[src/rtl/fifo_axis_rd.sv]
`default_nettype none
// ============================================================================
//  Module      : fifo_axis_rd
//  Description : Read-side adapter from an asynchronous FIFO (registered RAM
//                read, one cycle latency) to a full-rate AXI-Stream master.
//                A two-entry head/skid buffer absorbs the read latency and
//                back-pressure; completed frames are counted.
//  Revision    : 1.0 - initial release
// ============================================================================
module fifo_axis_rd #(
    parameter int DATA_WIDTH  = 8,
    parameter int COUNT_WIDTH = 16
) (
    input  logic                   clk,
    input  logic                   reset_n,
    input  logic [DATA_WIDTH:0]    fifo_rd_data,
    input  logic                   fifo_empty,
    output logic                   fifo_rd_en,
    output logic [DATA_WIDTH-1:0]  m_axis_tdata,
    output logic                   m_axis_tlast,
    output logic                   m_axis_tvalid,
    input  logic                   m_axis_tready,
    output logic                   in_frame,
    output logic [COUNT_WIDTH-1:0] frame_count
);

    typedef enum logic [0:0] {
        S_IDLE     = 1'b0,
        S_IN_FRAME = 1'b1
    } state_t;

    logic [1:0]             r_occ;
    logic                   r_infl;
    logic                   r_started;
    logic [DATA_WIDTH-1:0]  r_head_data;
    logic                   r_head_last;
    logic [DATA_WIDTH-1:0]  r_skid_data;
    logic                   r_skid_last;
    logic [COUNT_WIDTH-1:0] r_frame_count;
    state_t                 r_state;
    state_t                 w_state_next;

    logic                   w_pop;
    logic [2:0]             w_level;
    logic [1:0]             w_occ_after_pop;
    logic                   w_head_from_fifo;
    logic                   w_head_from_skid;

    // Handshake and buffer-level bookkeeping; the read is only issued when the
    // word it returns next cycle is guaranteed a free slot.
    assign w_pop            = m_axis_tvalid & m_axis_tready;
    assign w_level          = {1'b0, r_occ} + {2'b00, r_infl} - {2'b00, w_pop};
    assign w_occ_after_pop  = r_occ - {1'b0, w_pop};
    assign w_head_from_fifo = r_infl & (w_occ_after_pop == 2'd0);
    assign w_head_from_skid = w_pop & (r_occ == 2'd2);

    assign fifo_rd_en    = r_started & ~fifo_empty & (w_level <= 3'd1);
    assign m_axis_tvalid = (r_occ != 2'd0);
    assign m_axis_tdata  = r_head_data;
    assign m_axis_tlast  = r_head_last;
    assign in_frame      = (r_state == S_IN_FRAME);
    assign frame_count   = r_frame_count;

    // Hold off reads for the first cycle after reset release.
    always_ff @(posedge clk or negedge reset_n) begin
        if (!reset_n) begin
            r_started <= 1'b0;
        end else begin
            r_started <= 1'b1;
        end
    end

    // Track the read in flight and the number of buffered words.
    always_ff @(posedge clk or negedge reset_n) begin
        if (!reset_n) begin
            r_infl <= 1'b0;
            r_occ  <= 2'd0;
        end else begin
            r_infl <= fifo_rd_en;
            r_occ  <= w_occ_after_pop + {1'b0, r_infl};
        end
    end

    // Head register: loaded straight from the FIFO when it would otherwise be
    // empty after this cycle's pop, else refilled from skid on a pop.
    always_ff @(posedge clk or negedge reset_n) begin
        if (!reset_n) begin
            r_head_data <= '0;
            r_head_last <= 1'b0;
        end else if (w_head_from_fifo) begin
            r_head_data <= fifo_rd_data[DATA_WIDTH-1:0];
            r_head_last <= fifo_rd_data[DATA_WIDTH];
        end else if (w_head_from_skid) begin
            r_head_data <= r_skid_data;
            r_head_last <= r_skid_last;
        end
    end

    // Skid register: catches the returning word whenever the head stays busy.
    always_ff @(posedge clk or negedge reset_n) begin
        if (!reset_n) begin
            r_skid_data <= '0;
            r_skid_last <= 1'b0;
        end else if (r_infl && !w_head_from_fifo) begin
            r_skid_data <= fifo_rd_data[DATA_WIDTH-1:0];
            r_skid_last <= fifo_rd_data[DATA_WIDTH];
        end
    end

    // Frame state register.
    always_ff @(posedge clk or negedge reset_n) begin
        if (!reset_n) begin
            r_state <= S_IDLE;
        end else begin
            r_state <= w_state_next;
        end
    end

    // Frame next-state: any pop of a tlast beat ends the frame, any other pop
    // starts or continues one.
    always_comb begin
        w_state_next = r_state;
        if (w_pop) begin
            if (m_axis_tlast) begin
                w_state_next = S_IDLE;
            end else begin
                w_state_next = S_IN_FRAME;
            end
        end
    end

    // Completed-frame counter, wrapping naturally.
    always_ff @(posedge clk or negedge reset_n) begin
        if (!reset_n) begin
            r_frame_count <= '0;
        end else if (w_pop && m_axis_tlast) begin
            r_frame_count <= r_frame_count + 1'b1;
        end
    end

endmodule
`default_nettype wire

[config.mk]
export PLATFORM = sky130hd
export DESIGN_NAME = fifo_axis_rd
export DESIGN_NICKNAME = d
export VERILOG_FILES = /design/src/rtl/fifo_axis_rd.sv
export SDC_FILE = /design/constraint.sdc
export NUM_CORES = 1
export LEC_CHECK = 0
export ABC_AREA = 1
export CORE_MARGIN = 2
export CORE_UTILIZATION = 52
export CTS_BUF_LIST = sky130_fd_sc_hd__clkbuf_8
export DETAILED_ROUTE_END_ITERATION = 16
export PLACE_DENSITY = 0.81
export SLEW_MARGIN = 20
export SYNTH_ARGS = -nofsm -noshare
export SYNTH_HDL_FRONTEND = slang
export SYNTH_SLANG_ARGS = --single-unit
export TNS_END_PERCENT = 5
[constraint.sdc]
create_clock -name clk -period 3 [get_ports clk]
set_input_delay 0.3 -clock clk [delete_from_list [all_inputs] [get_ports clk]]
set_output_delay 0.3 -clock clk [all_outputs]
set_load 0.02 [all_outputs]
# [Word level (Yosys, flattened, before mapping)]
# Index checks and enable logic that the tools add are counted.
# Widths: inputs -> output; s select.
[word_totals] latchBits=0 register_bits=39 mem_count=0 inputBits=13 wordCells=33 output_inout_bits=28 mem_bits_rw=0 mem_bits_ro=0
[classes] mul=0 n_div=0 bitwise_logic=6 shifts=0 n_addsub=5 n_eq_ne=1 order_cmp=1 n_reduce_logical=6 muxes=5
[ops] cell="$add 16x1->16 const B" count=1
[ops] cell="$mux 8" count=2
[ops] cell="$and 1x1->1" count=5
[ops] cell="$reduce_bool 2->1" count=2
[ops] cell="$add 2x1->3" count=1
[ops] cell="$le 3x1->1 const B" count=1
[ops] cell="$mux 1" count=3
[ops] cell="$sub 3x1->3" count=1
[ops] cell="$add 2x1->2" count=1
[ops] cell="$eq 2x2->1 const B" count=1
[ops] cell="$logic_and 1x1->1" count=2
[ops] cell="$logic_not 2->1" count=1
[ops] cell="$sub 2x1->2" count=1
[ops] cell="$logic_not 1->1" count=1
[ops] cell="$not 1->1" count=1

# [Depth between registers and ports, before layout]
# Gate-level depths: netlist (run 1).
[logic_depth] depth_word=7 ltp_mapped=11 mapped_depth_nobuf=11

# [Worst setup path after synthesis (run 1)]
# OpenSTA, ideal clock, no wires.
[synth_timing] kind="flip-flop to output port" start="reg r_infl" end="out fifo_rd_en" setup_slack_ns=0.391 stages_incl_launch_ff=10 arrival_ns=2.309 required_time_ns=2.700 path_cell_list="dfrtp_1 -> clkbuf_1 -> inv_1 -> ha_1 -> inv_1 -> ha_1 -> inv_1 -> fa_1 -> nand2_1 -> nor3_1"
[synth_between] elab_chain_len=4
[synth_lines] element="from (decl)" line_no="33" rtl="logic r_infl;"
[synth_lines] element="from (signal assigned)" line_no="79" rtl="r_infl <= fifo_rd_en;"
[synth_lines] element="$add 2x1->3" line_no="52" rtl="assign w_level = {1'b0, r_occ} + {2'b00, r_infl} - {2'b00, w_pop};"
[synth_lines] element="$sub 3x1->3" line_no="52"
[synth_lines] element="$le 3x1->1" line_no="57" rtl="assign fifo_rd_en = r_started & ~fifo_empty & (w_level <= 3'd1);"
[synth_lines] element="$and 1x1->1" line_no="57"
[synth_lines] element="to (decl)" line_no="18" rtl="output logic fifo_rd_en,"
# No other way between the ends.

# [Worst setup path after layout (run 1)]
[layout_timing] start="reg r_occ[0]" end="out fifo_rd_en"
[layout_between] elab_chain_len=5 elab_cells_between_ends=6
[layout_lines] element="from (decl)" line_no="32" rtl="logic [1:0] r_occ;"
[layout_lines] element="from (signal assigned)" line_no="80" rtl="r_occ <= w_occ_after_pop + {1'b0, r_infl};"
[layout_lines] element="$reduce_bool 2->1" line_no="58" rtl="assign m_axis_tvalid = (r_occ != 2'd0);"
[layout_lines] element="$and 1x1->1" line_no="51" rtl="assign w_pop = m_axis_tvalid & m_axis_tready;"
[layout_lines] element="named net w_pop" line_no="43" rtl="logic w_pop;"
[layout_lines] element="$sub 3x1->3" line_no="52"
[layout_lines] element="$le 3x1->1" line_no="57"
[layout_lines] element="$and 1x1->1" line_no="57"
# The timed path passes the listed nets, and every way through them passes these cells.

==> results of run 1 <==
==> power by group through the flow <==
stage | clock (uW) | sequential [uW] | combinational (uW)
after floorplan | 0 | 906 | 452
after global placement | 0 | 801 | 884
after detailed placement | 0 | 808 | 907
after CTS | 461 | 799 | 910
after global routing | 486 | 817 | 982
final | 445 | 800 | 896
==> sequential cells by signal, indices dropped and copies added (netlist names) <==
signal and cells:
frame_count 16, in_frame 1, m_axis_tdata 8, m_axis_tlast 1, r_infl 1, r_occ 2
r_skid_data 8, r_skid_last 1, r_started 1
==> synth_stat cells <==
| cell | number | share of area, % |
|---|---|---|
| sky130_fd_sc_hd__clkbuf_1 | 1 | 0.19 |
| sky130_fd_sc_hd__nor2_1 | 4 | 0.78 |
| sky130_fd_sc_hd__inv_2 | 3 | 0.58 |
| sky130_fd_sc_hd__nand2_2 | 3 | 0.97 |
| sky130_fd_sc_hd__nor2_2 | 2 | 0.65 |
| sky130_fd_sc_hd__conb_1 | 1 | 0.19 |
| sky130_fd_sc_hd__nand3_1 | 47 | 12 |
| sky130_fd_sc_hd__xnor2_2 | 1 | 0.84 |
| sky130_fd_sc_hd__nor3_2 | 2 | 1.0 |
| sky130_fd_sc_hd__xnor2_1 | 6 | 2.7 |
| sky130_fd_sc_hd__o21ai_0 | 2 | 0.52 |
| sky130_fd_sc_hd__inv_1 | 20 | 3.9 |
| sky130_fd_sc_hd__nor3_1 | 5 | 1.3 |
| sky130_fd_sc_hd__ha_1 | 5 | 3.2 |
| sky130_fd_sc_hd__xor2_1 | 4 | 1.8 |
| sky130_fd_sc_hd__buf_6 | 1 | 0.58 |
| sky130_fd_sc_hd__nand3_4 | 2 | 1.8 |
| sky130_fd_sc_hd__clkinv_1 | 1 | 0.19 |
| sky130_fd_sc_hd__nor2_4 | 2 | 1.2 |
| sky130_fd_sc_hd__fa_1 | 1 | 1.0 |
| sky130_fd_sc_hd__dfrtp_1 | 39 | 51 |
| sky130_fd_sc_hd__nand4_1 | 2 | 0.65 |
| sky130_fd_sc_hd__nand2_1 | 66 | 13 |
==> worst register-to-register path, delay by kind of cell (launching register included) <==
family / cells / cell delay (ns)
flip-flops: 1 / 0.39
buffers and inverters: 4 / 0.26
AND/OR/NAND/NOR: 4 / 0.43
adder cells (fa/ha/maj): 3 / 0.89
==> repair_timing <==
item	4_1_cts	5_1_grt
hold endpoints to repair	0	0
gates resized for setup	1	3
endpoints found under the setup margin	1	1
cloned	0	0
==> layout make-up <==
cell class / count / share of cell area [%]
inverters: 24 / 3.59
multi-input cells: 155 / 33.7
flip-flops and latches: 39 / 38.9
well taps: 48 / 2.39
repair buffers: 44 / 16.8
clock inverters: 2 / 1.40
clock buffers: 6 / 3.29
==> through the flow <==
stage               worst slack [ns]  cells
finish                         0.228    318
global route                 0.00665    318
CTS                           0.0317    318
detailed placement            -0.114    310
global placement             -0.0310    310
floorplan                      0.391    220
==> kinds of logic after synthesis <==
family,share of synthesized area [%]
AND/OR/NAND/NOR,33.5
flip-flops,50.7
buffers and inverters,5.46
XOR/XNOR,5.39
adder cells (fa/ha/maj),4.29
AO/OA/AOI/OAI,0.520
other,0.195
==> metal layers <==
layer,wire (um),vias to the layer above
met4,40,0
li1,-,804
met5,0,-
met1,1710,758
met3,166,4
met2,1920,40
==> worst paths after layout <==
path / startpoint / endpoint / slack, ns / cells after the start
max in group asynchronous: reset_n / frame_count[13] / 2.34 / 1
worst min register to register: r_skid_data[1] / r_skid_data[1] / 0.48 / 2
worst max-delay path: r_occ[0] / fifo_rd_en / 0.23 / 12
min in group clk: r_skid_data[1] / r_skid_data[1] / 0.48 / 2
worst max register to register: r_occ[0] / r_infl / 0.93 / 11
worst min-delay path: reset_n / frame_count[2] / 0.11 / 1
==> out/summary.md, run 1 <==
The run finished with clean final reports. met2 is the most crowded layer. For the pin with the worst max-slew slack, the measured transition is 0.857 ns. In the final design database the tool counted 288 nets. Summed over all nets, the half-perimeter wirelength after detailed placement is 2740 um. Counting stages on the worst path, the most repeated cell is sky130_fd_sc_hd__inv_1. The peak per-stage delay on the critical path was 0.49 ns; the CTS H-tree depth was 2.

Final number of max-transition violations: 0. Internal power comes to 1340 uW. Type of the most critical hold path: in2async. In the routed design, unresolved DRC markers number 0. Data arrives at the worst endpoint at 2.47 ns. Summing all non-filler instances in the final layout gives an area of 0.00251 mm^2. The number of antenna-violating nets in the routed design came out at 0. The final cycle utilization of the critical path was 92.4%. Global routing used 20.5% of the available tracks. The share of the core filled with cells was 69.6%; the number of distinct standard cells referenced by the synthesized netlist was 23. For met3 alone, demand over resource in global routing was 5.21%. The endpoint class of the critical path was an output pin. The detailed-route vias per instance was 5.05; the final setup violation count was 0. The tightest hold path in the finished design has a slack of 0.115 ns. The proportion of layout cells with a drive suffix above 1 was 10.7%. The part of the total power dissipated in sequential elements was 37.4%.

The floorplan step defined a die boundary enclosing 0.00421 mm^2. For the final count of hold timing violations, the log shows 0. Setup total negative slack on the finished layout was measured at 0 ns.

The total cell area at the placement stage is 0.00240 mm^2, and the average wire per cell in the routed design is 12.1 um. The logs give 2 for the maximum number of buffers from clock root to sink and 20.8% for the clock share of power. Summed over all nets, the switching power comes to 803 uW. The clock reaches the later pin of the worst-skew pair after 0.29 ns. Of all nets on the critical path, the largest fanout is 3. Across the routed clock network, the largest skew measured is 0.00553 ns. Counting every instance in the synthesized netlist gives 220. During synthesis, Yosys emitted a total of 0 warnings. Setup repair after global routing left no endpoint under its margin.

The logs give 845 um^2 for the area occupied by multi-input gates and 6690 um for the wire length of the first global-routing pass. Summed over all cells, the static leakage comes to 0.00119 uW. Grouping stages by cell kind, the critical path spends the most delay in adder cells. Walking the worst path, the cells encountered are inv_1, nand2_2, nand2_1, inv_1, ha_1, inv_1, ha_1, inv_1, fa_1, nand2_1, nor3_1, clkbuf_2.

The initial antenna violation count was 0; the number of filler cells placed in the layout was 285. Counting the buffers created by CTS gives 5. Row generation in the floorplan step produced 22 rows. The die extent in y was 64.9 um. Leaving out fill and tap cells, the most frequent cells in the layout are 66 x sky130_fd_sc_hd__nand2_1, 47 x sky130_fd_sc_hd__nand3_1, 39 x sky130_fd_sc_hd__dfrtp_1, 38 x sky130_fd_sc_hd__clkdlybuf4s50_1, 20 x sky130_fd_sc_hd__inv_1. The routed layout has 1,606 vias. The count of input and output buffers is 40, and the area of the placeable core is 0.00361 mm^2. The number of setup buffers added after CTS is 0. In this run switching power makes up 37.5% of total power.

Once the floorplan was initialized, standard cells occupied 53.4% of the core. The tools report the root cell of the clock tree as sky130_fd_sc_hd__clkbuf_8. The cell area after synthesis was 0.00193 mm^2; the pin count of the biggest net entering global routing was 40. 41 I/O pins were placed.

The most frequent standard cell in the layout excluding fill and tap cells is sky130_fd_sc_hd__nand2_1. In this run the power density over the cells is 854 mW/mm^2. The element type at the critical path start is a register. The number of global-route vias before repair is 1,564, and the portion of total power attributed to combinational logic is 41.9%. Across the run, the number of max-cap violations was 0. The run gives 0 as the final antenna diode count. Summing all flip-flop and latch instances after layout gives 976 um^2. For the worst setup path, the data required time is 2.70 ns. After clock tree synthesis, the flow added hold-fix buffers numbering 0.

The count of clock tree sinks is 39, and the fmax is 361 MHz. The relative area change from synthesis to final layout works out to 30.3%. The slowest cell on the critical path was sky130_fd_sc_hd__fa_1. The mean cell area of the mapped netlist was 8.75 um^2. The worst setup path is of the reg2out kind. For the residual overflow from global routing, the log shows 0. The worst-case IR drop observed on VDD is 0.454 mV. For the total power of the final layout, the log shows 2140 uW. The routed design has 3840 um of wire. The tools report the sequential area share after synthesis as 50.7%. TritonCTS built the clock tree.

The congestion estimate from routability-driven global placement came to 0.761. Clock-pin slew was measured on the worst setup and hold paths at 0.07 ns. The number of nets produced by synthesis was 239. For this run, the detailed router's first-pass iteration total came to 4. Register bit total from synthesis: 39. In this run the horizontal extent of the chip is 64.9 um.

Counting both buffers and inverters, the worst setup path holds a total of 5. The logs give 42.9% for the relative max-transition margin and 24.3% for the fraction of met1 tracks used by global routing. For met2 alone, demand over resource in global routing was 36.1%.

After layout, the minimum clock period comes to 2.77 ns. After the first detailed-routing iteration, the DRC count stood at 76.
No activity file was read; power rests on OpenSTA's default activity.
==> run 2: changes to the inputs <==
CELL_PAD_IN_SITES_DETAIL_PLACEMENT = 1   (was not set)
CELL_PAD_IN_SITES_GLOBAL_PLACEMENT = 1   (was not set)
CORE_UTILIZATION = 39   (was 52)
PLACE_DENSITY = not set   (was 0.81)
PLACE_DENSITY_LB_ADDON = 0.1   (was not set)
==> out/summary.md, run 2 (same netlist as run 1, synthesis figures left out) <==
The average wire per cell in the routed design works out to 13.5 um (was 12.1 um). The area of the die was 0.00552 mm^2 (was 0.00421 mm^2). The run gives 0.00120 uW (was 0.00119 uW) as the static leakage power. The logs give 365 MHz (was 361 MHz) for the fmax and 330 (was 310) for the number of placed cells counting well taps. The tools report the total power of the final layout as 2260 uW (was 2140 uW).

Most frequent standard cell in the layout excluding fill and tap cells: sky130_fd_sc_hd__nand2_1 (unchanged). The number of remaining DRC errors was 0 (unchanged); the maximum number of buffers from clock root to sink was 2 (unchanged). The logs give 0 (unchanged) for the number of maximum-capacitance violations and 0.92 ns (was 0.93 ns) for the setup slack on the worst flop-to-flop path. The tools report the worst hold slack as 0.124 ns (was 0.115 ns).

The global routing's busiest layer is met2 (unchanged). The number of iterations in the first detailed-routing pass was 4 (unchanged). The tools report the portion of total power attributed to combinational logic as 41.7% (was 41.9%).

The final number of max-transition violations was 0 (unchanged); the TritonCTS buffer count was 5 (unchanged). The tools report the final setup violation count as 0 (unchanged). The largest delay contributor family on the critical path is adder cells (unchanged). The peak per-stage delay on the critical path works out to 0.50 ns (was 0.49 ns). The number of buffers added for setup after CTS was 0 (unchanged). The final antenna diode count is 0 (unchanged), and the clock-pin slew on the worst setup and hold paths is 0.08 ns (was 0.07 ns). The final critical delay including setup and external delays is 2.74 ns (was 2.77 ns). The global router's overall resource usage is 19.2% (was 20.5%), and the total of hold buffers inserted after clock tree synthesis is 0 (unchanged). The post-layout instance count excluding filler cells was 338 (was 318). The post-route cell area came out at 0.00256 mm^2 (was 0.00251 mm^2). Setup repair after global routing left no endpoint under its margin.

The endpoint class of the critical path is an output pin (unchanged). The placed wire-length estimate after detailed placement is 3320 um (was 2740 um). For the signal arrival time at the worst endpoint, the log shows 2.44 ns (was 2.47 ns). The root cell of the clock tree is sky130_fd_sc_hd__clkbuf_8 (unchanged). The flow ran to the end, and the final reports show no timing, DRC or antenna violations. The pin count of the biggest net entering global routing was 40 (unchanged). Count of clock tree sinks: 39 (unchanged). For the switching power summed over all nets, the log shows 850 uW (was 803 uW). The tools report the routability-driven placement congestion ratio as 0.796 (was 0.761). The relative area change from synthesis to final layout is 32.9% (was 30.3%), and the die extent in y is 74.3 um (was 64.9 um). For the clock share of power, the log shows 22.8% (was 20.8%). The clock latency of the later-clocked register in the worst-skew pair is 0.29 ns (about the same).

The slowest cell on the critical path was sky130_fd_sc_hd__fa_1 (unchanged). The transition time at the pin with the least slew margin works out to 0.881 ns (was 0.857 ns). The run gives 1410 uW (was 1340 uW) as the internal power summed over all cells.

The maximum resistive drop on vdd is 0.476 mV (was 0.454 mV). Most frequent cells in the layout: 66 x sky130_fd_sc_hd__nand2_1, 47 x sky130_fd_sc_hd__nand3_1, 39 x sky130_fd_sc_hd__dfrtp_1, 38 x sky130_fd_sc_hd__clkdlybuf4s50_1, 21 x sky130_fd_sc_hd__inv_1 (was 66 x sky130_fd_sc_hd__nand2_1, 47 x sky130_fd_sc_hd__nand3_1, 39 x sky130_fd_sc_hd__dfrtp_1, 38 x sky130_fd_sc_hd__clkdlybuf4s50_1, 20 x sky130_fd_sc_hd__inv_1). For the relative max-transition margin, the log shows 41.3% (was 42.9%). The power density relative to cell area works out to 881 mW/mm^2 (was 854 mW/mm^2).

The fraction of met1 tracks used by global routing is 23.9% (was 24.3%), and the final cycle utilization of the critical path is 91.4% (was 92.4%). The dominant cell type by count on the critical path is sky130_fd_sc_hd__inv_1 (unchanged). The via count is 1,648 (was 1,606), and the proportion of layout cells with a drive suffix above 1 is 11.1% (was 10.7%). For the part of the total power dissipated in sequential elements, the log shows 35.5% (was 37.4%). The width of the die works out to 74.3 um (was 64.9 um). The logs give 2.70 ns (about the same) for the required time of the worst setup path and 0.00243 mm^2 (was 0.00240 mm^2) for the total cell area at the placement stage. The run gives 40.5% (was 53.4%) as the initial core utilization. The worst setup skew after layout is 0.00379 ns (was 0.00553 ns), and the number of antenna-violating nets in the routed design is 0 (unchanged). The tools report the element type at the critical path start as a register (unchanged). The initial antenna violation count came out at 0 (unchanged). The proportion of total power due to net switching works out to 37.7% (was 37.5%). The final count of hold timing violations is 0 (unchanged), and the number of filler cells placed in the layout is 582 (was 285). The residual overflow from global routing was 0 (unchanged).

The area of the placeable core was 0.00475 mm^2 (was 0.00361 mm^2); the count of input and output buffers was 40 (unchanged). The run gives 42 (was 76) as the DRC marker count from the first detailed-route iteration. For the aggregate routed wire length, the log shows 4570 um (was 3840 um).

The type of the most critical hold path is in2async (unchanged). The count of buffer and inverter cells on the critical path is 5 (unchanged), and the global routing met3 resource utilization is 4.34% (was 5.21%). Global routing met2 resource utilization: 32.5% (was 36.1%). The row count was 25 (was 22); the CTS H-tree depth was 2 (unchanged).

The post-layout net count was 289 (was 288). Number of flip-flops in the largest register: 16 (unchanged). Share of the core filled with cells: 53.8% (was 69.6%). Ordered cell list for the critical path: inv_1, nand2_2, nand2_1, inv_1, ha_1, inv_1, ha_1, inv_1, fa_1, nand2_1, nor3_2, buf_2 (was inv_1, nand2_2, nand2_1, inv_1, ha_1, inv_1, ha_1, inv_1, fa_1, nand2_1, nor3_1, clkbuf_2). TritonCTS built the clock tree. The tools report the number of top-level pins as 41 (unchanged). Critical path class: reg2out (unchanged). The highest fanout seen on the critical path was 3 (unchanged); the detailed-route vias per instance was 4.88 (was 5.05). The logs give 1,688 (was 1,564) for the number of global-route vias before repair and 7940 um (was 6690 um) for the wire length of the first global-routing pass.
==> run 2: layer usage <==
| metal | wire length [um] | up-vias | share of wire, % |
|---|---|---|---|
| li1 | - | 801 | - |
| met1 | 2040 | 808 | 45 |
| met2 | 2300 | 34 | 50 |
| met3 | 177 | 5 | 3.9 |
| met4 | 50 | 0 | 1.1 |
| met5 | 0 | - | 0 |
==> run 2: area by class of cell <==
class                      instances  area, um^2  area share (%)
clock buffer                       5        68.8            2.69
clock inverter                     3        63.8            2.49
inverter                          24        90.1            3.52
multi-input combinational        155         850            33.2
sequential                        39         976            38.1
tap                               67        83.8            3.27
timing repair buffer              45         428            16.7
==> run 2: power by group through the flow <==
stage / registers, uW / clock network, uW / logic, uW
after floorplan: 906 / 0 / 452
after global placement: 802 / 0 / 910
after detailed placement: 811 / 0 / 946
after CTS: 802 / 535 / 956
after global routing: 820 / 552 / 1050
final: 801 / 514 / 940
==> run 2: worst paths after layout <==
| kind | from | end | cells after the start |
|---|---|---|---|
| max in group asynchronous | reset_n | frame_count[14] | 1 |
| hold reg to reg | r_skid_last | r_skid_last | 2 |
| hold / removal | reset_n | frame_count[4] | 1 |
| setup reg to reg | r_occ[0] | m_axis_tdata[2] | 11 |
| min in group clk | r_skid_last | r_skid_last | 2 |
| setup / recovery | r_occ[0] | fifo_rd_en | 12 |
==> run 2: worst register-to-register path, cell delays in order, from the launching register on <==
cell	delay (ns)
sky130_fd_sc_hd__dfrtp_1	0.38
sky130_fd_sc_hd__inv_1	0.12
sky130_fd_sc_hd__nand2_2	0.10
sky130_fd_sc_hd__nand2_1	0.07
sky130_fd_sc_hd__inv_1	0.05
sky130_fd_sc_hd__buf_4	0.13
sky130_fd_sc_hd__ha_1	0.20
sky130_fd_sc_hd__xnor2_2	0.26
sky130_fd_sc_hd__nand3_4	0.27
sky130_fd_sc_hd__inv_2	0.25
sky130_fd_sc_hd__nand2_1	0.08
sky130_fd_sc_hd__nand3_1	0.09
==> run 2: per-stage QoR <==
step / setup TNS, ns / worst slack (ns)
2_1_floorplan: 0 / 0.391
3_3_place_gp: -0.0167 / -0.0167
3_5_place_dp: -0.0981 / -0.0981
4_1_cts: 0 / 0.0155
5_1_grt: 0 / 0.0710
6_report: 0 / 0.259
==> run 2: timing repair <==
item,in CTS,in global routing
gates resized for setup,1,5
endpoints found under the setup margin,1,1
hold endpoints to repair,0,0
